## src/rtl/multicycle_ctrl.sv

```systemverilog
// Multi-cycle FETCH/DECODE/EXEC/MEM/WB controller driving the datapath strobes,
// with a req/ack memory handshake, wait timeout, illegal-instruction trap and retire counter.
module multicycle_ctrl #(
  parameter int OP_W        = 6,
  parameter int FN_W        = 6,
  parameter int ALUOP_W     = 4,
  parameter int MEM_TIMEOUT = 15,
  parameter int TO_W        = 4,
  parameter int CNT_W       = 16
) (
  input  logic               Clk,
  input  logic               Rst,
  input  logic [OP_W-1:0]    oprtn,
  input  logic [FN_W-1:0]    fcn,
  input  logic               MemAck,
  output logic               MemReq,
  output logic               MemWrt,
  output logic               MemRd,
  output logic               IRWrt,
  output logic               PCWrt,
  output logic               Bnch,
  output logic               RgWrt,
  output logic               destReg,
  output logic               ALUSc,
  output logic               MemtReg,
  output logic [ALUOP_W-1:0] ALUOperation,
  output logic               Trap,
  output logic [1:0]         TrapCause,
  output logic [CNT_W-1:0]   Retired
);

  // state  | meaning
  // FETCH  | instruction read, waits for MemAck
  // DECODE | latch op/fn, classify
  // EXEC   | ALU operation (beq retires here)
  // MEM    | lw/sw data access, waits for MemAck
  // WB     | register-file write, retires
  // TRAP   | halted until reset
  localparam logic [2:0] S_FETCH  = 3'd0;
  localparam logic [2:0] S_DECODE = 3'd1;
  localparam logic [2:0] S_EXEC   = 3'd2;
  localparam logic [2:0] S_MEM    = 3'd3;
  localparam logic [2:0] S_WB     = 3'd4;
  localparam logic [2:0] S_TRAP   = 3'd5;

  localparam logic [OP_W-1:0] OP_R    = OP_W'('h00);
  localparam logic [OP_W-1:0] OP_LW   = OP_W'('h23);
  localparam logic [OP_W-1:0] OP_SW   = OP_W'('h2B);
  localparam logic [OP_W-1:0] OP_BEQ  = OP_W'('h04);
  localparam logic [OP_W-1:0] OP_ADDI = OP_W'('h08);

  localparam logic [TO_W-1:0] WAIT_LAST = TO_W'(MEM_TIMEOUT - 1);

  logic [2:0]      state, state_n;
  logic [OP_W-1:0] op_q;
  logic [FN_W-1:0] fn_q;
  logic [TO_W-1:0] wait_cnt;
  logic [1:0]      cause_n;
  logic            retire;
  logic            r_q, lw_q, sw_q, beq_q;

  function automatic logic op_legal(input logic [OP_W-1:0] op);
    return (op == OP_R) || (op == OP_LW) || (op == OP_SW) || (op == OP_BEQ) || (op == OP_ADDI);
  endfunction

  function automatic logic fn_legal(input logic [FN_W-1:0] fn);
    case (fn)
      FN_W'('h20), FN_W'('h22), FN_W'('h24), FN_W'('h25), FN_W'('h2A): return 1'b1;
      default: return 1'b0;
    endcase
  endfunction

  function automatic logic [ALUOP_W-1:0] fn_alu(input logic [FN_W-1:0] fn);
    case (fn)
      FN_W'('h20): return ALUOP_W'(4'b0010);
      FN_W'('h22): return ALUOP_W'(4'b0110);
      FN_W'('h24): return ALUOP_W'(4'b0000);
      FN_W'('h25): return ALUOP_W'(4'b0001);
      FN_W'('h2A): return ALUOP_W'(4'b0111);
      default:     return '0;
    endcase
  endfunction

  assign r_q   = (op_q == OP_R);
  assign lw_q  = (op_q == OP_LW);
  assign sw_q  = (op_q == OP_SW);
  assign beq_q = (op_q == OP_BEQ);

  always_comb begin
    state_n = state;
    cause_n = 2'b00;
    retire  = 1'b0;
    case (state)
      S_FETCH: begin
        if (MemAck) state_n = S_DECODE;
        else if (wait_cnt == WAIT_LAST) begin
          state_n = S_TRAP;
          cause_n = 2'b11;
        end
      end
      S_DECODE: begin
        if (!op_legal(oprtn)) begin
          state_n = S_TRAP;
          cause_n = 2'b01;
        end else if ((oprtn == OP_R) && !fn_legal(fcn)) begin
          state_n = S_TRAP;
          cause_n = 2'b10;
        end else state_n = S_EXEC;
      end
      S_EXEC: begin
        if (beq_q) begin
          state_n = S_FETCH;
          retire  = 1'b1;
        end else if (lw_q || sw_q) state_n = S_MEM;
        else state_n = S_WB;
      end
      S_MEM: begin
        if (MemAck) begin
          state_n = lw_q ? S_WB : S_FETCH;
          retire  = sw_q;
        end else if (wait_cnt == WAIT_LAST) begin
          state_n = S_TRAP;
          cause_n = 2'b11;
        end
      end
      S_WB: begin
        state_n = S_FETCH;
        retire  = 1'b1;
      end
      S_TRAP:  state_n = S_TRAP;
      default: state_n = S_FETCH;
    endcase
  end

  // Strobes are forced low while reset is asserted, independent of the state register.
  always_comb begin
    MemReq       = 1'b0;
    MemWrt       = 1'b0;
    MemRd        = 1'b0;
    IRWrt        = 1'b0;
    PCWrt        = 1'b0;
    Bnch         = 1'b0;
    RgWrt        = 1'b0;
    destReg      = 1'b0;
    ALUSc        = 1'b0;
    MemtReg      = 1'b0;
    ALUOperation = '0;
    if (Rst) begin
      case (state)
        S_FETCH: begin
          MemReq = 1'b1;
          MemRd  = 1'b1;
          IRWrt  = MemAck;
          PCWrt  = MemAck;
        end
        S_EXEC: begin
          if (r_q) ALUOperation = fn_alu(fn_q);
          else if (beq_q) begin
            ALUOperation = ALUOP_W'(4'b0110);
            Bnch         = 1'b1;
          end else begin
            ALUOperation = ALUOP_W'(4'b0010);
            ALUSc        = 1'b1;
          end
        end
        S_MEM: begin
          MemReq = 1'b1;
          MemRd  = lw_q;
          MemWrt = sw_q;
        end
        S_WB: begin
          RgWrt   = 1'b1;
          destReg = r_q;
          MemtReg = lw_q;
        end
        default: ;
      endcase
    end
  end

  always_ff @(posedge Clk) begin
    if (!Rst) begin
      state     <= S_FETCH;
      wait_cnt  <= '0;
      Retired   <= '0;
      Trap      <= 1'b0;
      TrapCause <= 2'b00;
    end else begin
      state <= state_n;
      if (state == S_DECODE) begin
        op_q <= oprtn;
        fn_q <= fcn;
      end
      if ((state_n != state) || (MemReq && MemAck)) wait_cnt <= '0;
      else if (MemReq) wait_cnt <= wait_cnt + TO_W'(1);
      if (retire) Retired <= Retired + CNT_W'(1);
      if ((state != S_TRAP) && (state_n == S_TRAP)) begin
        Trap      <= 1'b1;
        TrapCause <= cause_n;
      end
    end
  end

endmodule
```

## config.mk

```make
export PLATFORM = sky130hd
export DESIGN_NAME = multicycle_ctrl
export DESIGN_NICKNAME = d
export VERILOG_FILES = /design/src/rtl/multicycle_ctrl.sv
export SDC_FILE = /design/constraint.sdc
export NUM_CORES = 1
export LEC_CHECK = 0
export ABC_AREA = 1
export ABC_CLOCK_PERIOD_IN_PS = 3300
export CAP_MARGIN = 15
export CORE_MARGIN = 5
export CORE_UTILIZATION = 40
export CTS_CLUSTER_DIAMETER = 200
export DETAILED_ROUTE_END_ITERATION = 7
export GPL_TIMING_DRIVEN = 0
export PLACE_DENSITY = 0.64
export SYNTH_ARGS = -nofsm -noshare
export SYNTH_HDL_FRONTEND = slang
export SYNTH_SLANG_ARGS = --single-unit
```

## constraint.sdc

```tcl
create_clock -name Clk -period 3.3 [get_ports Clk]
set_input_delay 0.99 -clock Clk [delete_from_list [all_inputs] [get_ports Clk]]
set_output_delay 0.99 -clock Clk [all_outputs]
set_load 0.05 [all_outputs]
```

==> results.txt, run 1 <==
Crit share post-route -> 95.81%
Post-synth EDFFs -> 12
Synth Register Bits -> 38
Total CTS buffers -> 5
CP required -> 2310 ps
Hold path cells -> 2
Grt ovf -> 0
Post-place instance area -> 0.002719 sq mm
Most frequent cell after synthesis -> nand2_1
Slew Viols, Final -> 0
Netlist cell types -> 35
Worst reg2reg setup slack -> 1390 ps
Top_reg_cell synth -> dfxtp_1
Synth Area in XOR/XNOR -> 3.252%
Critical Path Source -> MemAck
Core footprint -> 0.005172 sq mm
IO Count -> 48
Via density -> 4.827
Compound-Gate Fraction of Synth Area -> 9.175%
Met2 Routed Length -> 2549 um
CTS Hold Bufs -> 0
Final instance area -> 0.002867 sq mm
Largest net degree at the start of global routing -> 13
Syn Nets -> 313
Sequential area share after synthesis -> 40.88%
Max Cap Viol -> 0
Ys Warns -> 0
Cell taking the most area after synthesis -> dfxtp_1
Die area -> 0.006954 sq mm
Count of input and output buffers -> 46
Post-DP HPWL -> 4078 um
DR pass1 iterations -> 4
Reg area -> 880.8 sq um
Initial antenna violation count -> 0
Area share of the largest cell type after synthesis -> 24.16%
Leak -> 1.101 nW
Drt wl/cell -> 12.54 um
Met1 WL -> 2459 um
Crit-path cells -> clkdlybuf4s50_1, nand3_1, nor2_4, buf_4, buf_8
Clock Tree Buf Depth -> 2
Post-Route WL -> 5278 um
Post-Syn Instances -> 295
Clk root buf -> clkbuf_8
Status -> complete, no violations
Vias -> 2032
RePlAce Congestion -> 0.8720
Detail Route Antenna Nets -> 0
Area occupied by multi-input gates -> 0.001094 sq mm
H-Tree Depth -> 2
Dominant cells by area after synthesis -> dfxtp_1 24%, edfxtp_1 17%, nand2_1 8.9%
Critical-path maximum fanout -> 6
Worst slew pin tran -> 883.4 ps
Finished Core Util -> 55.42%
Gr usage total -> 16.55%
Final nets -> 368
Post-synth ARST share -> 0%
F_max -> 0.3163 GHz
CTS tree -> yes
Simple-Gate Fraction of Synth Area -> 35.42%
Finish-stage setup viols -> 0
Clk Latency, worst-skew pair -> 290 ps
Worst min-delay path class -> register to register
Data arrival time of the worst path -> 2170 ps
R2R Path Start -> state[0]
Met3 wire length -> 247 um
Setup TNS Final -> 0 ps
Power per cell area -> 505.9 mW/mm^2
Iter 0 DRT Violations -> 83
Main combinational cell family by area after synthesis -> simple AND/OR/NAND/NOR gates
Clock transition at path regs -> 70 ps
Synth-to-layout area growth -> 33.04%
Drt drc -> 0
Die W -> 83.39 um
Post-Syn Area -> 0.002155 sq mm
Slew Limit Headroom -> 40.78%
Clock Skew -> 6.845 ps
VDD IR-drop max -> 0.3004 mV
N_diodes -> 0
Max layer used -> met4
Multiplexer share of the synthesized area -> 0%
First-pass GRT wire length -> 9591 um
Worst setup SP type -> input pin
Min-Delay Endpoint -> TrapCause[0]
Post-Synth Adder-Cell Area -> 1.742%
Worst r2r dst -> op_q[2]
Starting Density -> 41.65%
Die Height -> 83.39 um
Vias in the first global route -> 2087
Proportion of layout cells with a drive suffix above 1 -> 15.10%
Fillers -> 511
CTS sink count -> 38
Final Total Pwr -> 1.450 mW
R2R depth -> 3
Hold Crit Start -> TrapCause[0]
Crit Path Category -> input pin to output pin
Synth Area per Inst -> 7.304 sq um
Fin crit period -> 3162 ps
Final Hold Violating Endpoints -> 0
Synth top cells by count -> 51 x nand2_1, 39 x inv_1, 35 x nor2_1
Row cnt -> 26
CP max stage delay -> 570 ps
CP max-delay cell -> clkdlybuf4s50_1
RSZ-0062 raised after global routing -> no
Crit. End Element -> output pin
how the worst max path moves through the flow:
stage / to / slack (ps) / cells after the start
after global placement: PCWrt / -1470 / 8
after CTS: PCWrt / 120 / 5
after global routing: PCWrt / 60 / 5
after floorplan: MemWrt / -310 / 4
after detailed placement: PCWrt / -1500 / 8
final: PCWrt / 140 / 5
critical path: cells and delay by family:
family                 cells  cell delay, ps
and+or+nand+nor            2             350
buffers and inverters      3             830
metal layers:
| metal | global-route usage (%) | vias to the layer above |
|---|---|---|
| li1 | - | 1081 |
| met1 | 20.84 | 906 |
| met2 | 27.84 | 43 |
| met3 | 4.356 | 2 |
| met4 | 4.606 | 0 |
| met5 | 0 | - |
what timing repair did:
| item | 4_1_cts | 5_1_grt |
|---|---|---|
| buffers inserted | 2 | 0 |
| resized for setup | 85 | 0 |
| setup endpoints to repair | 13 | 0 |
layout by cell type (no fill, tap or decap), types with 2 or more instances in the layout:
cell type         n
dlygate4sd2_1     2
clkdlybuf4s50_1  32
xor2_1            3
nor3_1           22
buf_6             2
nand4_1           5
buf_8             2
or2_2             2
nand3_1          26
nor2_2            2
a31oi_1           2
a21oi_1          21
buf_4             7
nand2_2           4
edfxtp_1         12
clkbuf_8          7
clkinv_2          2
buf_2             5
dfxtp_1          26
inv_1            39
xnor2_1           5
ha_1              3
nand3_2           4
nand2_1          51
nor2_4            4
o21ai_0           9
nor2_1           33
inv_2             2
cells by family (layout without fill, tap and decap cells):
| logic type | count (synthesis) | after routing |
|---|---|---|
| buf+inv | 49 | 105 |
| fa+ha+maj | 3 | 3 |
| simple gates | 159 | 159 |
| other cells | 1 | 1 |
| compound gates | 37 | 37 |
| flops | 38 | 38 |
| xor+xnor | 8 | 8 |
registers in the layout, indices dropped and copies added, names as in the netlist:
name,cells
state,3
wait_cnt,4
Trap,1
Retired,16
TrapCause,2
fn_q,6
op_q,6
power by group:
group	leakage, nW	internal, mW	total (mW)	switching (mW)
sequential	0.320	0.530	0.570	0.0397
combinational	0.723	0.164	0.489	0.325
clock	0.0579	0.223	0.391	0.169
area by class of cell:
type                       instances  share of cell area [%]
multi-input combinational        208                   38.15
sequential                        38                   30.73
timing repair buffer              48                   15.80
inverter                          43                   5.718
tap                               70                   3.055
buffer                             6                   2.750
clock buffer                       5                   2.401
clock inverter                     3                   1.397
stage by stage:
step | setup WS, ps | cells | hold slack [ps]
after global routing | 58.29 | 421 | 475.4
after detailed placement | -1504 | 411 | 442.8
final | 138.4 | 421 | 448.7
after CTS | 119.1 | 421 | 454.4
after global placement | -1472 | 411 | 440.2
after floorplan | -309.6 | 295 | 542.2
No activity file was read; power rests on OpenSTA's default activity.
==> inputs of run 2 (changes only) <==
--- a/config.mk
+++ b/config.mk
@@ -6,14 +6,14 @@
 export NUM_CORES = 1
 export LEC_CHECK = 0
 export ABC_AREA = 1
-export ABC_CLOCK_PERIOD_IN_PS = 3300
+export ABC_CLOCK_PERIOD_IN_PS = 3700
 export CAP_MARGIN = 15
 export CORE_MARGIN = 5
-export CORE_UTILIZATION = 40
+export CORE_UTILIZATION = 54
 export CTS_CLUSTER_DIAMETER = 200
 export DETAILED_ROUTE_END_ITERATION = 7
 export GPL_TIMING_DRIVEN = 0
-export PLACE_DENSITY = 0.64
+export PLACE_DENSITY = 0.83
 export SYNTH_ARGS = -nofsm -noshare
 export SYNTH_HDL_FRONTEND = slang
 export SYNTH_SLANG_ARGS = --single-unit
==> constraint.sdc (replaced) <==
create_clock -name Clk -period 3.7 [get_ports Clk]
set_input_delay 1.11 -clock Clk [delete_from_list [all_inputs] [get_ports Clk]]
set_output_delay 1.11 -clock Clk [all_outputs]
set_load 0.05 [all_outputs]
==> run 2 against run 1 <==
Against the previous run:
- largest cell class unchanged
- sequential share of layout area grew 0.84 points
- first-iteration DRC count grew 61%
- critical endpoint unchanged
- utilization up 15 points
- flip-flop and latch count is the same
- sequential power down 11%
==> results.txt, run 2 (synthesis gave the netlist of run 1 again) <==
Status -> complete, no violations
Die area -> 0.005353 sq mm (-23%)
Total CTS buffers -> 5 (unchanged)
Clk Latency, worst-skew pair -> 290 ps (about the same)
Power per cell area -> 434.8 mW/mm^2 (-14%)
CP top delay family -> buffers and inverters
Leak -> 1.073 nW (-2.5%)
Largest register FFs -> 16 (unchanged)
CP required -> 2590 ps (+280 ps)
Count of input and output buffers -> 46 (unchanged)
Vias -> 2134 (+5.0%)
Largest regs -> Retired: 16 flops, fn_q: 6 flops, op_q: 6 flops
Fin crit period -> 3645 ps
Final Total Pwr -> 1.213 mW (-16%)
Switching power -> 0.4696 mW (-12%)
Worst min-delay path class -> register to register
Crit Path Category -> input pin to output pin
Worst r2r dst -> fn_q[0]
Grt ovf -> 0 (unchanged)
Met2 Routed Length -> 2573 um (+0.94%)
Worst slew pin tran -> 570.4 ps (-313.0 ps)
Crit. End Element -> output pin
Clk root buf -> clkbuf_8
Vias in the first global route -> 2164 (+3.7%)
Detail Route Antenna Nets -> 0 (unchanged)
Largest reg by FF count -> Retired
Die Height -> 73.17 um (-12%)
Proportion of layout cells with a drive suffix above 1 -> 13.96% (-1.1 points)
Max layer used -> met4
Most common cell after layout, fill and taps aside -> nand2_1
Drt drc -> 0 (unchanged)
Die W -> 73.17 um (-12%)
Post-DP HPWL -> 3975 um (-2.5%)
RePlAce Congestion -> 0.9187 (+5.4%)
Critical-path maximum fanout -> 10 (+4)
Gr usage total -> 21.36% (+4.8 points)
Top cell by count, worst path -> clkbuf_8
Via density -> 5.322 (+10%)
P_int -> 0.7437 mW (-19%)
Starting Density -> 54.65% (+13 points)
Worst setup SP type -> input pin
First-pass GRT wire length -> 9039 um (-5.8%)
DR pass1 iterations -> 4 (unchanged)
Final Hold Violating Endpoints -> 0 (unchanged)
Clock Tree Buf Depth -> 2 (unchanged)
R2R depth -> 4 (+1)
Drt wl/cell -> 12.99 um (+3.6%)
Crit-path cells -> clkdlybuf4s50_1, buf_8, inv_1, clkbuf_8, clkbuf_8, nor2_4, buf_4, buf_6
Iter 0 DRT Violations -> 134 (+61%)
CP bufs+invs -> 7 (+4)
Min Hold Slack -> 448.4 ps (-0.3590 ps)
Data arrival time of the worst path -> 2540 ps (+370 ps)
Seq pwr share -> 41.8% (+2.5 points)
Post-Route WL -> 5210 um (-1.3%)
R2R Path Start -> state[0]
Sw frac -> 38.70% (+1.9 points)
Finish-stage setup viols -> 0 (unchanged)
Clock Skew -> 10.76 ps (+3.914 ps)
Commonest non-fill, non-tap cells in the layout -> 51 x nand2_1, 39 x inv_1, 33 x nor2_1, 33 x clkdlybuf4s50_1
Initial antenna violation count -> 0 (unchanged)
F_max -> 0.2743 GHz
Clock power share -> 22.8% (-4.2 points)
CP Capture Point -> PCWrt
Setup TNS Final -> 0 ps (unchanged)
N_diodes -> 0 (unchanged)
Slew Viols, Final -> 0 (unchanged)
VDD IR-drop max -> 0.3045 mV (+1.4%)
IO Count -> 48 (unchanged)
Critical path depth in cells -> 8 (+3)
Finished Layout Cells -> 401 (-4.8%)
CTS tree -> yes
Met3 wire length -> 386 um (+56%)
Core footprint -> 0.003943 sq mm (-24%)
Crit share post-route -> 98.52%
CP max stage delay -> 520 ps (-50 ps)
Slew Limit Headroom -> 61.68% (+21 points)
Final nets -> 368 (unchanged)
Clock transition at path regs -> 70 ps (about the same)
CP max-delay cell -> clkdlybuf4s50_1
Max Cap Viol -> 0 (unchanged)
H-Tree Depth -> 2 (unchanged)
CTS sink count -> 38 (unchanged)
Met1 WL -> 2163 um (-12%)
Inst Count DP -> 392 (-4.6%)
Largest net degree at the start of global routing -> 13 (unchanged)
Row cnt -> 23 (-12%)
Hold path cells -> 2 (unchanged)
Synth-to-layout area growth -> 29.50%
Critical Path Source -> Rst
Comb power frac -> 35.4% (+1.7 points)
RSZ-0062 raised after global routing -> no
Worst reg2reg setup slack -> 1770 ps (+380 ps)
==> run 2: worst min-delay path, stage by stage, from the launching register on <==
cell     delay, ps
dfxtp_1        310
inv_1           50
a21oi_1         50
==> run 2: worst min-delay path by stage <==
stage | startpoint | slack [ps] | to
floorplan | wait_cnt[3] | 540 | wait_cnt[3]
global placement | TrapCause[1] | 440 | TrapCause[1]
detailed placement | TrapCause[0] | 440 | TrapCause[0]
CTS | TrapCause[0] | 460 | TrapCause[0]
global route | TrapCause[0] | 480 | TrapCause[0]
finish | TrapCause[0] | 450 | TrapCause[0]
==> run 2: repair_timing <==
action	in CTS	in global routing
setup buffers	0	1
pin swaps	0	0
hold buffers	0	0
setup endpoints to repair	13	4
resized for setup	72	3
==> run 2: layout make-up <==
class,instances,area (sq um)
Inverter,43,163.9
Buffer,6,68.82
Clock buffer,5,68.82
Tap cell,50,62.56
Clock inverter,3,16.27
Fill cell,346,1152
Sequential cell,38,880.8
Multi-Input combinational cell,208,1082
Timing Repair Buffer,48,446.7
==> run 2: metal layers <==
metal,global-route usage [%],vias up
met4,9.016,0
li1,-,1083
met1,25.63,974
met3,3.581,9
met5,0,-
met2,37.34,68
==> run 2: through the flow <==
stage	utilization, %	cell area, sq um	setup WS, ps
floorplan	-	2157	-149.6
global placement	67.98	2680	-1232
detailed placement	68.11	2685	-1223
CTS	70.71	2788	6.019
global route	70.77	2790	6.949
finish	70.77	2790	54.60
==> run 2: power groups by stage <==
stage	registers [mW]	logic, mW	clock network [mW]
2_1_floorplan	0.558	0.262	0
3_5_place_dp	0.517	0.428	0
5_1_grt	0.514	0.473	0.298
6_report	0.507	0.430	0.276
4_1_cts	0.507	0.432	0.283
3_3_place_gp	0.516	0.422	0
==> inputs of run 3 (changes only) <==
--- a/config.mk
+++ b/config.mk
@@ -7,7 +7,7 @@
 export LEC_CHECK = 0
 export ABC_AREA = 1
 export ABC_CLOCK_PERIOD_IN_PS = 3700
-export CAP_MARGIN = 15
+export CAP_MARGIN = 5
 export CORE_MARGIN = 5
 export CORE_UTILIZATION = 54
 export CTS_CLUSTER_DIAMETER = 200
==> results of run 3 <==
Final layout, timing and power as in run 2 (identical DEF).
